==> src/rtl/video_frame_mux.sv <==
// video_frame_mux: frame-aligned 2:1 AXI4-Stream video selector.
// The pixel path is combinational; only control state is registered.
module video_frame_mux #(
   parameter int DATAW = 24,
   parameter int LINES = 1080,
   parameter int LCNTW = 12,
   parameter int FCNTW = 16
) (
   input  logic             clk,
   input  logic             rst,
   input  logic             en,
   input  logic             sel,
   input  logic [DATAW-1:0] s0_axis_tdata,
   input  logic             s0_axis_tvalid,
   output logic             s0_axis_tready,
   input  logic             s0_axis_tuser,
   input  logic             s0_axis_tlast,
   input  logic [DATAW-1:0] s1_axis_tdata,
   input  logic             s1_axis_tvalid,
   output logic             s1_axis_tready,
   input  logic             s1_axis_tuser,
   input  logic             s1_axis_tlast,
   output logic [DATAW-1:0] m_axis_tdata,
   output logic             m_axis_tvalid,
   input  logic             m_axis_tready,
   output logic             m_axis_tuser,
   output logic             m_axis_tlast,
   output logic             active_sel,
   output logic             busy,
   output logic             frame_done,
   output logic [FCNTW-1:0] frame_cnt,
   output logic             err_sof,
   output logic             err_nosof
);

   typedef enum logic [1:0] {IDLE, SYNC, PASS} state_t;

   localparam logic [LCNTW-1:0] LAST = LCNTW'(LINES - 1);

   state_t           state;
   logic [LCNTW-1:0] line_cnt;
   logic [DATAW-1:0] s_tdata;
   logic             s_tvalid;
   logic             s_tuser;
   logic             s_tlast;
   logic             s_tready;
   logic             acc;
   logic             beat;
   logic             eof;
   logic [LCNTW-1:0] base;

   always_comb begin
      s_tdata  = active_sel ? s1_axis_tdata  : s0_axis_tdata;
      s_tvalid = active_sel ? s1_axis_tvalid : s0_axis_tvalid;
      s_tuser  = active_sel ? s1_axis_tuser  : s0_axis_tuser;
      s_tlast  = active_sel ? s1_axis_tlast  : s0_axis_tlast;
   end

   always_comb begin
      m_axis_tvalid = 1'b0;
      s_tready      = 1'b0;
      unique case (state)
         SYNC: begin
            m_axis_tvalid = s_tvalid & s_tuser;
            s_tready      = s_tuser ? m_axis_tready : 1'b1;
         end
         PASS: begin
            m_axis_tvalid = s_tvalid;
            s_tready      = m_axis_tready;
         end
         default: ;
      endcase
   end

   assign m_axis_tdata   = m_axis_tvalid ? s_tdata : '0;
   assign m_axis_tuser   = m_axis_tvalid & s_tuser;
   assign m_axis_tlast   = m_axis_tvalid & s_tlast;
   assign s0_axis_tready = s_tready & ~active_sel;
   assign s1_axis_tready = s_tready & active_sel;

   // beat = a handshake that is forwarded downstream
   assign acc  = s_tvalid & s_tready;
   assign beat = acc & ((state == PASS) | ((state == SYNC) & s_tuser));
   assign base = s_tuser ? '0 : line_cnt;
   assign eof  = s_tlast & (base == LAST);

   always_ff @(posedge clk) begin
      if (rst) begin
         state      <= IDLE;
         active_sel <= 1'b0;
         busy       <= 1'b0;
         line_cnt   <= '0;
         frame_cnt  <= '0;
         frame_done <= 1'b0;
         err_sof    <= 1'b0;
         err_nosof  <= 1'b0;
      end else begin
         frame_done <= 1'b0;
         err_sof    <= 1'b0;
         err_nosof  <= 1'b0;
         unique case (state)
            IDLE: begin
               if (en) begin
                  active_sel <= sel;
                  state      <= SYNC;
                  busy       <= 1'b1;
               end
            end
            SYNC: begin
               err_nosof <= acc & ~s_tuser;
               if (!en && !beat) begin
                  state <= IDLE;
                  busy  <= 1'b0;
               end
            end
            PASS: err_sof <= acc & s_tuser;
            default: begin
               state <= IDLE;
               busy  <= 1'b0;
            end
         endcase
         // a committed SOF beat wins over a late en drop in SYNC
         if (beat) begin
            if (eof) begin
               line_cnt   <= '0;
               frame_done <= 1'b1;
               frame_cnt  <= frame_cnt + FCNTW'(1);
               state      <= en ? SYNC : IDLE;
               busy       <= en;
               if (en) active_sel <= sel;
            end else begin
               line_cnt <= base + LCNTW'(s_tlast);
               state    <= PASS;
               busy     <= 1'b1;
            end
         end
      end
   end

endmodule

==> config.mk <==
export PLATFORM = sky130hd
export DESIGN_NAME = video_frame_mux
export DESIGN_NICKNAME = d
export VERILOG_FILES = /design/src/rtl/video_frame_mux.sv
export SDC_FILE = /design/constraint.sdc
export NUM_CORES = 1
export LEC_CHECK = 0
export CORE_MARGIN = 1.5
export CORE_UTILIZATION = 42
export CTS_CLUSTER_SIZE = 12
export DETAILED_ROUTE_END_ITERATION = 8
export PLACE_DENSITY = 0.9
export REMOVE_ABC_BUFFERS = 1
export SLEW_MARGIN = 20
export SYNTH_ARGS = -nofsm -noshare
export SYNTH_HDL_FRONTEND = slang
export SYNTH_SLANG_ARGS = --single-unit
==> constraint.sdc <==
create_clock -name clk -period 3.2 [get_ports clk]
set_clock_uncertainty 0.15 [all_clocks]
set_input_delay 0.64 -clock clk [delete_from_list [all_inputs] [get_ports clk]]
set_output_delay 0.64 -clock clk [all_outputs]
set_load 0.01 [all_outputs]
# Yosys cells after proc, flatten, opt, wreduce, memory -nomap -nowiden
# Cells that the tools add are included.
# totals
reg_bits	35
input_bits	59
output_inout_bits	50
elab_cells	69
# op_classes
add_sub_neg	2
n_eq_ne	6
muxes	27
bitwise	17
n_reduce_logical	9
# op_table
op	n
$mux 24	2
$mux 12	2
$add 16x1->16 const B	1
$mux 1	15
$add 12x1->12	1
$eq 12x11->1 const B	1
$and 1x1->1	11
$mux 2	4
$pmux 2 s3	1
$reduce_or 2->1	3
$not 1->1	5
$pmux 1 s2	2
$ne 3x2->1 const B	1
$ne 3x3->1 const B	1
$pmux 1 s3	1
$reduce_and 3->1	1
$eq 2x1->1 const B	1
$eq 2x2->1 const B	1
$logic_not 1->1	2
$logic_not 2->1	1
$ne 2x2->1 const B	1
$reduce_and 2->1	1
$logic_and 1x1->1	1
$or 1x1->1	1

# Longest topological paths before layout
# depth
depth_word	10
depth_mapped	10
depth_no_buf	9

# Worst setup path before layout
# No wires, ideal clock.
# synth_timing
path_kind	input port to flip-flop
startpoint	input port s1_axis_tuser
endpoint	register line_cnt[8]
setup_ns	0.062
t_arrival_ns	2.415
slack_ns	0.572
path_stages	8
n_path_buf	0
path_cell_list	mux2i_2 > and2_1 > ha_1 > ha_1 > nand3_1 > or4_1 > or4_1 > nand3_1
# synth_via
elab_chain_len	5
elab_cells_between_ends	12
# synth_lines
element	line	text
start: declaration	21	input logic s1_axis_tuser,
$mux 1 (*)	55	s_tuser = active_sel ? s1_axis_tuser : s0_axis_tuser;
parallel branches: the longest is 4 deep, another holds $add 12x1->12	n/a	
end signal: assignment	132	line_cnt <= base + LCNTW'(s_tlast);
end: declaration	41	logic [LCNTW-1:0] line_cnt;
# Every way passes the cells marked *.
# A chain may end at the register's enable or synchronous reset.

# Worst setup path after layout
# layout_timing
startpoint	input port s0_axis_tuser
endpoint	output port s1_axis_tready
# layout_via
elab_chain_len	4
# layout_lines
element	line	text
start: declaration	16	input logic s0_axis_tuser,
$mux 1	55	
$mux 1	65	s_tready = s_tuser ? m_axis_tready : 1'b1;
$pmux 1 s2	62	unique case (state)
$and 1x1->1	79	assign s1_axis_tready = s_tready & active_sel;
end: declaration	20	output logic s1_axis_tready,
# Every way passes these cells.

==> impl_metrics.ini <==
[clocking]
path_clk_slew_ns = 0.07
cts_buffer_depth = 2
cts_num_sinks = 35
cts_tree = yes
cts_inserted_buffers = 5
clockRootBuffer = clkbuf_8
holdBufCountCts = 0
clk_latency_ns = 0.29
htree_levels = 2

[route]
wl_per_cell_um = 16.4
ant_nets = 0
drt_wl_total_um = 8220
first_pass_iters = 4
post_drt_via_cell_ratio = 5.78
drt-initial-drc-count = 182
post-route-drc-count = 0
dr_total_vias = 2890

[pwr]
swShare = 0.310
p_leak_nw = 1.86
p_seq_frac = 0.395
power_frac_comb = 0.338
power_switching_mw = 0.367
pwr_density_cell_nw_per_um2 = 306
vdd_drop_max_uv = 157
intPower_mw = 0.816
power_mw = 1.18
p_clk_frac = 0.267

[grt]
overflow = 0
grt_pass1_vias = 2917
track_usage = 0.260
use_met2 = 0.468
grt_pass1_wl_um = 13000
grt_max_degree = 28
grtUsageMet1 = 0.279
gr-usage-met3 = 0.0770
top_usage_layer = met2
antenna_found_initial = 0

[hold_path]
hold_path_class = register to register

[finish]
fin_cells = 500
diodes = 0
post-route-util = 0.699
drive_above_1_share = 0.0958
nFillCells = 431
areaGrowthSynthToFinish_pct = 59.3
layout.nets = 492

[placement]
io_buffers = 108
place_hpwl_um = 6140
dp_cells = 490
gp_congestion = 0.922

[yosys]
async_reset_ff_frac = 0
ys.warnings.count = 0
synthCells = 307
synth_top_flop_cell = dfxtp_1
avgSynthCellArea_um2 = 7.91
netlist_area_um2 = 2430
synth_cell_type_count = 53
ys_seq_area_frac = 0.288
ys_ff_latch = 35
synth_edf_count = 0

[sta]
finalCritPeriodShare = 0.973
max_freq_ghz = 0.321
layout_min_cycle_time_ns = 3.11
rsz0062_at_grt = false
hold_viol = 0
drv_slew = 0
whs_ns = 0.336
relSlewSlack = 0.528
worstMarginPinSlew_ns = 0.688
setup_viol = 0

[floorplan]
die_y_um = 79.1
start_util = 0.439
die_w_um = 79.1
num_rows = 27
ioPinCount = 109
die-area_um2 = 6250
core-area_um2 = 5540

[worst_setup_path]
end_kind = primary output
crit_arrival_ns = 2.32
critPathMaxStageDelay_ns = 0.56
crit_type = input port to primary output
critical_path.startpoint_type = input port
crit_path_top_delay_cell = clkdlybuf4s50_1
crit_required_ns = 2.41
cp_max_fo = 4
crit_path_cell_trace = clkdlybuf4s50_1 > mux2i_2 > nand2_1 > nand2_1 > and3_1 > clkdlybuf4s50_1

[job]
cap_violations = 0

[run_status]
status = finished, final reports clean
-- power by group through the flow --
stage               Clock (mW)  Sequential, mW  Combinational, mW
finish                   0.316           0.467              0.400
floorplan                    0           0.488              0.183
detailed placement           0           0.476              0.388
global route             0.340           0.468              0.427
global placement             0           0.476              0.381
CTS                      0.320           0.466              0.395
-- per-stage QoR --
step           setup WS [ns]  area [µm²]  setup TNS, ns
6_report              0.0873        3870              0
4_1_cts              0.00209        3790              0
3_3_place_gp          0.0538        3710              0
5_1_grt               0.0209        3870              0
2_1_floorplan         -0.229        2340          -4.26
3_5_place_dp          0.0136        3710              0
-- layout by cell type, fill, tap and decap left out, types with 2 or more instances in the layout --
master	count
o21ai_0	8
nor4_1	4
a32oi_1	3
o31ai_1	4
xor2_1	3
or4_1	12
mux2i_1	28
and2_1	3
clkbuf_8	5
nor3b_1	3
ha_1	6
nor4_4	2
nand4_1	8
a21oi_1	14
nor2_1	39
or3_1	4
o211ai_1	5
dfxtp_1	34
nand3_1	17
buf_12	2
nor2b_1	4
dlymetal6s2s_1	27
inv_1	10
o2111ai_1	4
o41ai_1	5
buf_4	23
or2_2	2
clkdlybuf4s50_1	81
and3_1	4
a41oi_1	2
clkbuf_1	2
a21o_1	2
nor3_1	6
nand2_1	30
-- state kept, by name, indices dropped and copies added, names as in the netlist --
signal,flops
frame_cnt,16
busy,1
err_sof,1
active_sel,1
state,2
frame_done,1
err_nosof,1
line_cnt,12
-- synthesized netlist by cell type (3+ instances only) --
cell type | n | area, µm²
nand3_1 | 17 | 85.1
o31ai_1 | 4 | 30.0
nor2b_1 | 4 | 25.0
xor2_1 | 3 | 26.3
nor4_1 | 4 | 25.0
inv_1 | 10 | 37.5
nand2_1 | 30 | 113
nor2_1 | 39 | 146
mux2i_1 | 28 | 280
o21ai_0 | 8 | 40.0
buf_1 | 4 | 15.0
nor3_1 | 6 | 30.0
and2_1 | 3 | 18.8
nor3b_1 | 3 | 22.5
or4_1 | 12 | 90.1
ha_1 | 6 | 75.1
clkbuf_1 | 11 | 41.3
and3_1 | 4 | 25.0
o2111ai_1 | 4 | 35.0
or3_1 | 4 | 25.0
a21oi_1 | 14 | 70.1
a32oi_1 | 3 | 26.3
o211ai_1 | 5 | 37.5
o41ai_1 | 5 | 43.8
dfxtp_1 | 35 | 701
nand4_1 | 8 | 50.1
-- logic make-up after synthesis --
family / share of synthesized area
XOR/XNOR: 0.0108
multiplexers: 0.127
AO/OA/AOI/OAI: 0.170
AND/OR/NAND/NOR: 0.318
flip-flops: 0.288
buffers and inverters: 0.0541
adder cells (fa/ha/maj): 0.0309
-- worst max-delay path: cells and delay by family --
family | cells | cell delay, ns
buffers and inverters | 2 | 1.02
AND/OR/NAND/NOR | 3 | 0.42
multiplexers | 1 | 0.25
-- repair_timing --
item | 4_1_cts | 5_1_grt
setup buffers | 1 | 1
endpoints found under the hold margin | 0 | 0
gates resized for setup | 0 | 27
setup endpoints to repair | 3 | 27
-- worst paths after layout --
check / from / end / slack [ns] / depth (start not counted)
worst max-delay path: s0_axis_tuser / s1_axis_tready / 0.09 / 6
worst min-delay path: frame_cnt[15] / frame_cnt[15] / 0.34 / 2
worst max register to register: active_sel / line_cnt[6] / 0.44 / 8
worst min register to register: frame_cnt[15] / frame_cnt[15] / 0.34 / 2
-- metal layers --
metal / part of all wire / up-vias
li1: - / 1389
met4: 0.036 / 0
met5: 0 / -
met2: 0.50 / 123
met3: 0.075 / 28
met1: 0.39 / 1350
-- area by class of cell --
class	count	area [µm²]	area share
Multi-Input combinational cell	242	1600	0.413
Clock inverter	1	5.00	0.00129
Clock buffer	7	76.3	0.0197
Timing Repair Buffer	133	1360	0.352
Inverter	10	37.5	0.00970
Sequential cell	35	702	0.181
Tap cell	72	90.1	0.0233
(Power assumes the default switching activity.)
